[src/rtl/fmul_issue_arbiter.sv]
// Round-robin issue controller sharing one FP multiplier between two requesters.
// Tracks in-flight ops with a latency-matched tag pipe and supports drain.
module fmul_issue_arbiter #(
    parameter  int LAT = 3,
    parameter  int W   = 32,
    localparam int CW  = $clog2(LAT+2)
) (
    input  logic          CLK,
    input  logic          RST,
    input  logic          req0,
    input  logic          req1,
    input  logic [W-1:0]  opx0,
    input  logic [W-1:0]  opy0,
    input  logic [W-1:0]  opx1,
    input  logic [W-1:0]  opy1,
    output logic          gnt0,
    output logic          gnt1,
    output logic          mul_vld,
    output logic [W-1:0]  mul_x,
    output logic [W-1:0]  mul_y,
    input  logic [W-1:0]  mul_res,
    output logic [W-1:0]  res_data,
    output logic          done0,
    output logic          done1,
    input  logic          drain_req,
    output logic          drained,
    output logic [CW-1:0] inflight
);

    typedef enum logic [1:0] {RUN, DRAIN, DRAINED} state_t;

    state_t       state;
    logic         ptr;
    logic         en;
    logic         gnt;
    logic         gid;
    logic [LAT:0] tv;
    logic [LAT:0] tid;

    // Grants are masked during reset so all outputs read as reset values
    assign en   = RST & (state == RUN) & ~drain_req;
    assign gnt0 = en & req0 & (~req1 | ~ptr);
    assign gnt1 = en & req1 & (~req0 | ptr);
    assign gnt  = gnt0 | gnt1;
    assign gid  = gnt1;

    assign drained = (state == DRAINED);

    always_ff @(posedge CLK or negedge RST) begin
        if (!RST) begin
            state    <= RUN;
            ptr      <= 1'b0;
            mul_vld  <= 1'b0;
            mul_x    <= '0;
            mul_y    <= '0;
            tv       <= '0;
            tid      <= '0;
            res_data <= '0;
            done0    <= 1'b0;
            done1    <= 1'b0;
            inflight <= '0;
        end else begin
            mul_vld <= gnt;
            if (gnt) begin
                ptr   <= ~gid;
                mul_x <= gid ? opx1 : opx0;
                mul_y <= gid ? opy1 : opy0;
            end

            // Stage LAT lines up with mul_res; done registers one cycle later
            tv    <= {tv[LAT-1:0], gnt};
            tid   <= {tid[LAT-1:0], gid};
            done0 <= tv[LAT] & ~tid[LAT];
            done1 <= tv[LAT] & tid[LAT];
            if (tv[LAT]) begin
                res_data <= mul_res;
            end

            unique case ({gnt, tv[LAT]})
                2'b10:   inflight <= inflight + CW'(1);
                2'b01:   inflight <= inflight - CW'(1);
                default: inflight <= inflight;
            endcase

            unique case (state)
                RUN: begin
                    if (drain_req) begin
                        state <= DRAIN;
                    end
                end
                DRAIN: begin
                    if (inflight == '0) begin
                        state <= DRAINED;
                    end
                end
                DRAINED: begin
                    if (!drain_req) begin
                        state <= RUN;
                    end
                end
                default: state <= RUN;
            endcase
        end
    end

endmodule

[config.mk]
export PLATFORM = sky130hd
export DESIGN_NAME = fmul_issue_arbiter
export DESIGN_NICKNAME = d
export VERILOG_FILES = /design/src/rtl/fmul_issue_arbiter.sv
export SDC_FILE = /design/constraint.sdc
export NUM_CORES = 1
export LEC_CHECK = 0
export BUFFER_PORTS_ARGS = -buffer_cell sky130_fd_sc_hd__buf_2
export CELL_PAD_IN_SITES_DETAIL_PLACEMENT = 1
export CELL_PAD_IN_SITES_GLOBAL_PLACEMENT = 1
export CORE_UTILIZATION = 32
export CTS_BUF_LIST = sky130_fd_sc_hd__clkbuf_8
export DETAILED_ROUTE_END_ITERATION = 10
export PLACE_DENSITY = 0.81
export SYNTH_ARGS = -nofsm -noshare
export SYNTH_HDL_FRONTEND = slang
export SYNTH_SLANG_ARGS = --single-unit
[constraint.sdc]
create_clock -name CLK -period 1.7 [get_ports CLK]
set_input_delay 0.34 -clock CLK [delete_from_list [all_inputs] [get_ports CLK]]
set_output_delay 0.34 -clock CLK [all_outputs]
set_load 0.1 [all_outputs]
# Word level (Yosys, flattened, before mapping)
# Index checks and enable logic that the tools add are counted.
# word_totals
reg_bits	113
inputBits	165
elab_cells	48
# classes
bitwise	17
eq_ne	7
n_mux	7
add_sub_neg	2
reduce_logical	4
# ops
op	n
2-to-1 mux 32 bit	2
AND 1 bit	8
2-to-1 mux 2 bit	3
inequality test 2 bit, second input constant	3
inverter 1 bit	6
one-hot mux 2 bit (3 select lines)	1
one-hot mux 3 bit (2 select lines)	1
== test 2 x 1 -> 1 bit, second input constant	2
== test 2 bit, second input constant	2
adder 3 x 1 -> 3 bit, second input constant	1
zero test 3 bit	1
bitwise OR 1 bit	3
AND reduction 3 bit	1
subtractor 3 x 1 -> 3 bit, second input constant	1
zero test 2 bit	1
nonzero test 2 bit	1

# Logic depth before layout (Yosys ltp)
# Gate-level depths: netlist of run 1.
# logic_depth
depth_word	8
ltp_mapped	8

# Least setup slack after synthesis of run 1
# OpenSTA, ideal clock, no wires.
# synth_path
path_type	register to register
startpoint	register state[0]
endpoint	register tid[0]
stages_incl_launch_ff	3
period_less_slack_ns	3.565
required_time_ns	1.356
path_slack_ns	-1.865
t_arrival_ns	3.221
setup_time_ns	0.344
path_cell_list	dfrtp_1 -> or4b_2 -> nor3_1
# synth_between
elab_chain_len	5
# synth_rtl
element	line_no	source
start, declared	32	state_t state;
start signal, assigned	51	state <= RUN;
start signal, assigned	88	state <= DRAIN;
start signal, assigned	93	state <= DRAINED;
zero test 2 bit	41	assign en = RST & (state == RUN) & ~drain_req;
AND 1 bit (2 in a row)	41	
AND 1 bit (2 in a row)	43	assign gnt1 = en & req1 & (~req0 | ptr);
net gnt1	17	output logic gnt1,
end signal, assigned	72	tid <= {tid[LAT-1:0], gid};
end, declared	38	logic [LAT:0] tid;
# The timed path passes the listed nets, and every way through them passes these cells.
# A chain may end at the register's enable or synchronous reset.

# Worst setup path after layout of run 1
# layout_path
startpoint	register state[0]
endpoint	output port gnt0
# layout_between
elab_chain_len	5
# layout_rtl
element	line_no	source
zero test 2 bit	41	
AND 1 bit (2 in a row)	41	
AND 1 bit (2 in a row)	42	assign gnt0 = en & req0 & (~req1 | ~ptr);
end, declared	16	output logic gnt0,
# No other way between the ends.

==> results of run 1 <==
-- timing repair --
action                                  in CTS  in global routing
hold buffers                                 1                  0
pin swaps                                    6                  7
endpoints found under the setup margin       5                 68
gates cloned                                 0                  5
resized for setup                            7                 30
hold endpoints to repair                    11                  0
buffers inserted                             4                  4
-- cells by family after synthesis --
family                   count (synthesis)
AO/OA/AOI/OAI                          133
flip-flops                             112
buffers and inverters                   44
multiplexers                            33
AND/OR/NAND/NOR                         14
XOR/XNOR                                 3
adder cells (fa/ha/maj)                  2
-- worst max path at each step --
stage,cells after the start,from,end
after CTS,3,state[1],gnt1
after detailed placement,9,drain_req,inflight[2]
after floorplan,2,state[0],gnt1
final,4,state[0],gnt0
after global placement,9,drain_req,inflight[2]
after global routing,3,state[0],gnt1
-- Yosys cell counts (all sizes together) --
master,instances,area share
nor2,3,0.0022
mux2i,1,0.0020
a21bo,1,0.0020
nor4b,1,0.0047
nand2,2,0.0015
fa,1,0.0040
inv,5,0.0037
or4b,1,0.0020
nor3,2,0.0020
clkbuf,22,0.016
a2bb2oi,64,0.17
o21ai,1,0.0017
nand3b,1,0.0015
nor2b,3,0.0037
xor2,2,0.0035
ha,1,0.0025
dfrtp,112,0.56
o32ai,64,0.11
a21oi,1,0.0010
mux2,32,0.072
xnor2,1,0.0017
buf,17,0.023
and2,1,0.0012
a211oi,1,0.0015
a31oi,1,0.0012
-- layer usage --
metal	vias up	wire, um	track usage
met3	24	796	0.0406
met1	2093	5750	0.207
met5	-	0	0
li1	1914	-	-
met4	0	296	0.0714
met2	160	8390	0.341
-- registers in the layout, summed over array words and instances (netlist names), 2 cells and up --
signal,count
inflight,3
mul_x,32
mul_y,32
res_data,32
state,2
tid,4
tv,4
-- worst reg2reg max path, cell delays in order (launching register included) --
cell	delay, ns
dfrtp_2	0.42
buf_4	0.16
nor4b_4	0.30
o21ai_2	0.12
ha_2	0.22
inv_2	0.06
fa_2	0.18
xor2_1	0.15
nor2_1	0.07
xor2_1	0.13
-- stage by stage --
| step | worst slack, ns | cells | area (um^2) |
|---|---|---|---|
| final | -0.399 | 831 | 7280 |
| after global placement | -0.104 | 803 | 6750 |
| after CTS | -0.474 | 824 | 7030 |
| after detailed placement | -0.128 | 803 | 6750 |
| after global routing | -0.471 | 831 | 7280 |
| after floorplan | -0.404 | 341 | 5050 |
-- cell type report --
class                   instances  area, um^2
repair inverters                1        16.3
flip-flops and latches        112        2810
inverters                       5        31.3
repair buffers                301        1850
well taps                     211         264
multi-input cells             185        2090
fillers                      1652        7980
clock buffers                   9         124
clock inverters                 7        93.8
-- layout by cell type, fill, tap and decap left out, types with 3 or more instances in the layout --
master / count
a2bb2oi_1: 5
a2bb2oi_2: 59
buf_12: 10
buf_2: 265
buf_4: 14
buf_6: 4
clkbuf_16: 3
clkbuf_8: 9
clkinv_8: 3
dfrtp_1: 108
dfrtp_2: 4
mux2_2: 32
o32ai_1: 64
==> impl_results.md, run 1 <==
- # rows: 45
- Final min period: about 2.1 ns
- Crit start category: flip-flop
- Die height: 127 um
- Max Clock Skew: between 0.01 and 0.015 ns
- Vias in the first global route: 4513
- Layout cells sized above 1: 0.685
- Htree depth: 3
- Syn Nets: slightly above 500
- Xor and xnor fraction of the mapped netlist area: 0.00524
- Sequential area share after synthesis: 0.559
- Detailed placement HPWL: 11000 um
- WL final: roughly 15000 um
- Die ar.: around 0.016 mm^2
- GRT Total Usage: 0.185
- Max-Cap Viols: 0
- Multiplexer share of the synthesized area: 0.0738
- Worst Hold Class: in -> reg
- Die span in x: 127 um
- Antenna Cells: 0
- Slew @ Worst Pin: roughly 0.65 ns
- Cell count of the worst reg-to-reg path: 9
- I/O pin count: 270
- WP data arrival: between 1.5 and 2 ns
- R2r endpoint: inflight[2]
- Fmax: around 480 MHz
- Final Hold Fails: 0
- Total core area: about 0.015 mm^2
- Root Driver: clkbuf_8
- Post-DRT Antenna Nets: 0
- Hold WS: between 0.15 and 0.2 ns
- Slew Limit Headroom: 0.566
- Mapped Avg Cell Area: 14.7 um^2
- Clock Pin Slew Worst Setup and Hold Paths: 0.12 ns
- Largest family of logic cells by synthesized area: compound AO/OA/AOI/OAI gates
- Synth Register Bits: ~110
- Drc violations: 0
- Hold EP: res_data[10]
- Status: finished with violations
- Initial Utilization: 0.329
- Final setup fails: 5
- Cell count after synthesis: 341
- Worst setup EP type: output port
- Synth unique cells: 30
- Critical R2R Launch: state[0]
- Routed wire per std cell: ~18 um
- CP cell instances: or4b_4 -> buf_6 -> nor2_4 -> buf_12
- TritonRoute pass-1 iters: 4
- Crit Path Class: reg -> out
- Final nets: 782
- RSZ-0062 raised after global routing: yes
- Yosys Warn Count: 0
- Hold Path Origin: mul_res[10]
- First-pass GRT wire length: ~23000 um
- Failing checks: negative setup slack
- Worst skew pair latency: ~0.39 ns
- Post-synthesis adder-cell area fraction: 0.00648
- CTS Sinks: 112
- Final max-slew violation count: 0
- CP peak stage delay: ~0.55 ns
- TritonCTS clock tree: done
- Delay-heaviest family, CP: simple AND/OR/NAND/NOR gates
- Req. time, crit path: ~1.4 ns
- Final RePlAce weighted congestion: 0.746
- WHS Path Cells: 2
- CTS Buf Count: 9
- Cell area after synthesis: 0.00502 mm^2
- Simple-gate area share of the yosys netlist: 0.0190
- Final Cycle Share: 1.23
- Max Root-Sink Buffers: 2
- GR Overflow Total: 0
- Slowest stage cell, crit path: or4b_4
- P&R area growth vs syn: 45.1%
- Layout Utilization: 0.477
- Buf/Inv on CP: 2
- Worst R2R Setup Slack: -0.22 ns
- PortBufs: 269
- Vias per cell: ~5.0
- Largest net degree at the start of global routing: 64
- Final TNS setup: -1.25 ns
- Total number of vias: around 4200
- Crit-path max FO: 2
- Synth Area in Compound Gates: 0.293
- Min setup slack post-route: -0.399 ns
- Antenna violations before repair: 0
- Iter 0 DRT Violations: ~120
Power of run 1 is left out: the tool's default activity adds up to more than one toggle a clock period on the data nets, which glitch-free logic cannot reach.
==> run 2, diff against run 1 <==
==> config.mk (replaced) <==
export PLATFORM = sky130hd
export DESIGN_NAME = fmul_issue_arbiter
export DESIGN_NICKNAME = d
export VERILOG_FILES = /design/src/rtl/fmul_issue_arbiter.sv
export SDC_FILE = /design/constraint.sdc
export NUM_CORES = 1
export LEC_CHECK = 0
export BUFFER_PORTS_ARGS = -buffer_cell sky130_fd_sc_hd__buf_2
export CELL_PAD_IN_SITES_DETAIL_PLACEMENT = 0
export CELL_PAD_IN_SITES_GLOBAL_PLACEMENT = 2
export CORE_UTILIZATION = 26
export CTS_BUF_LIST = sky130_fd_sc_hd__clkbuf_8
export DETAILED_ROUTE_END_ITERATION = 10
export PLACE_DENSITY = 0.82
export SYNTH_ARGS = -nofsm -noshare
export SYNTH_HDL_FRONTEND = slang
export SYNTH_SLANG_ARGS = --single-unit
==> impl_results.md, run 2 (synthesis results as in run 1) <==
- Antenna violations before repair: 0
- Clock Pin Slew Worst Setup and Hold Paths: roughly 0.11 ns
- GR Overflow Total: 0
- Total core area: about 0.019 mm^2
- Worst setup EP type: output port
- GRT Total Usage: 0.143
- First-pass GRT wire length: around 22000 um
- Htree depth: 3
- Crit start category: flip-flop
- CTS Sinks: around 110
- Detailed placement HPWL: ~11000 um
- P&R area growth vs syn: 46.4%
- Total number of vias: approximately 4000
- Min setup slack post-route: -0.391 ns
- Die ar.: around 0.02 mm^2
- Routed wire per std cell: between 15 and 20 um
- Slew @ Worst Pin: between 0.6 and 0.7 ns
- Die height: about 140 um
- Crit Path Class: reg -> out
- Final setup fails: 4
- Final RePlAce weighted congestion: ~0.76
- Drc violations: 0
- Final max-slew violation count: 0
- RSZ-0062 raised after global routing: yes
- Die span in x: 141 um
- CP peak stage delay: between 0.5 and 0.6 ns
- Routing usage on met3: 0.0285
- Final nets: between 700 and 800
- GR Layer Usage met1: 0.163
- WL final: ~15000 um
- Worst skew pair latency: roughly 0.38 ns
- Final min period: 2.09 ns
- Initial Utilization: 0.266
- Antenna Cells: 0
- Vias per cell: roughly 4.7
- TritonRoute pass-1 iters: 4
- Final TNS setup: -1.12 ns
- Failing checks: negative setup slack
- CTS Buf Count: 9
- WP data arrival: 1.75 ns
- Largest net degree at the start of global routing: between 50 and 60
- Req. time, crit path: between 1 and 1.5 ns
- Status: finished with violations
- GRT Max-Usage Layer: met2
- Final Cycle Share: 1.23
- Fmax: 478 MHz
- PortBufs: roughly 270
- Multi-input logic area: 0.00209 mm^2
- Vias in the first global route: between 4000 and 5000
- Slew Limit Headroom: 0.574
- Met2 Use GR: 0.261
- Iter 0 DRT Violations: 180
- Commonest cells after routing, fill and taps aside: buf_2, dfrtp_1, o32ai_1, a2bb2oi_2, mux2_2
- TritonCTS clock tree: done
- Post-DRT Antenna Nets: 0
- Crit-path max FO: 2
- Slowest stage cell, crit path: or4b_4
- Worst Hold Class: in -> reg
- Max Root-Sink Buffers: 2
- I/O pin count: 270
- # rows: 50
- CP cell instances: or4b_4 -> buf_6 -> nor2_4 -> buf_12
- FILL cells: between 1500 and 2000
- Max Clock Skew: about 0.010 ns
- Max-Cap Viols: 0
- Root Driver: clkbuf_8
- Layout cells sized above 1: 0.685
- Regs by FF count: mul_x x32, mul_y x32, res_data x32
- Register area: between 0.002 and 0.003 mm^2
- Most common cell after layout, fill and taps aside: buf_2
- Final Hold Fails: 0
[run 2: cell types whose count changed in the layout (fill, tap and decap cells not counted), moves of 2 or more]
cell       delta
clkinv_4      +2
buf_4         +6
clkinv_8      -2
inv_6         -2
buf_12        -4
clkbuf_16     +3
[run 2: repair_timing]
| item | 4_1_cts | 5_1_grt |
|---|---|---|
| resized for setup | 12 | 12 |
| setup endpoints to repair | 4 | 70 |
| setup buffers | 6 | 0 |
| pin swaps | 5 | 7 |
| endpoints found under the hold margin | 15 | 0 |
| cloned | 0 | 7 |
| hold buffers | 1 | 0 |
[run 2: final timing paths]
path                            start  slack [ns]  depth (start not counted)      endpoint
setup / recovery             state[0]       -0.39                          4          gnt0
hold reg to reg                 tv[2]        0.36                          0         tv[3]
setup reg to reg             state[0]       -0.18                          9   inflight[2]
max in group asynchronous         RST        0.44                          4      mul_x[9]
hold / removal             mul_res[8]        0.18                          2   res_data[8]
min in group asynchronous         RST        0.44                          3  res_data[24]
[run 2: per-layer routing]
| layer | share of wire | wire length [um] |
|---|---|---|
| met1 | 0.42 | 6380 |
| met2 | 0.51 | 7790 |
| met3 | 0.047 | 716 |
| met4 | 0.020 | 297 |
| met5 | 0 | 0 |
[run 2: area by class of cell]
class,instances,area share
clock buffer,10,0.0187
clock inverter,6,0.00613
inverter,5,0.00426
multi-input combinational,185,0.284
sequential,112,0.382
tap,260,0.0443
timing repair buffer,306,0.259
timing repair inverter,1,0.00153
[run 2: worst max-delay path: cells and delay by family (launching register included)]
kind / cells / cell delay [ns]
and+or+nand+nor: 2 / 0.63
DFF: 1 / 0.41
buffers and inverters: 2 / 0.32
[run 2: through the flow]
stage	std cells	worst slack [ns]	instance area [um^2]	utilization	hold slack, ns
after CTS	880	-0.460	7140	0.379	0.150
after global routing	885	-0.445	7350	0.390	0.157
final	885	-0.391	7350	0.390	0.183
after floorplan	341	-0.404	5050	-	0.0444
after detailed placement	857	-0.148	6850	0.364	0.277
after global placement	857	-0.138	6850	0.364	0.267
Power of run 2 is left out for the same reason.
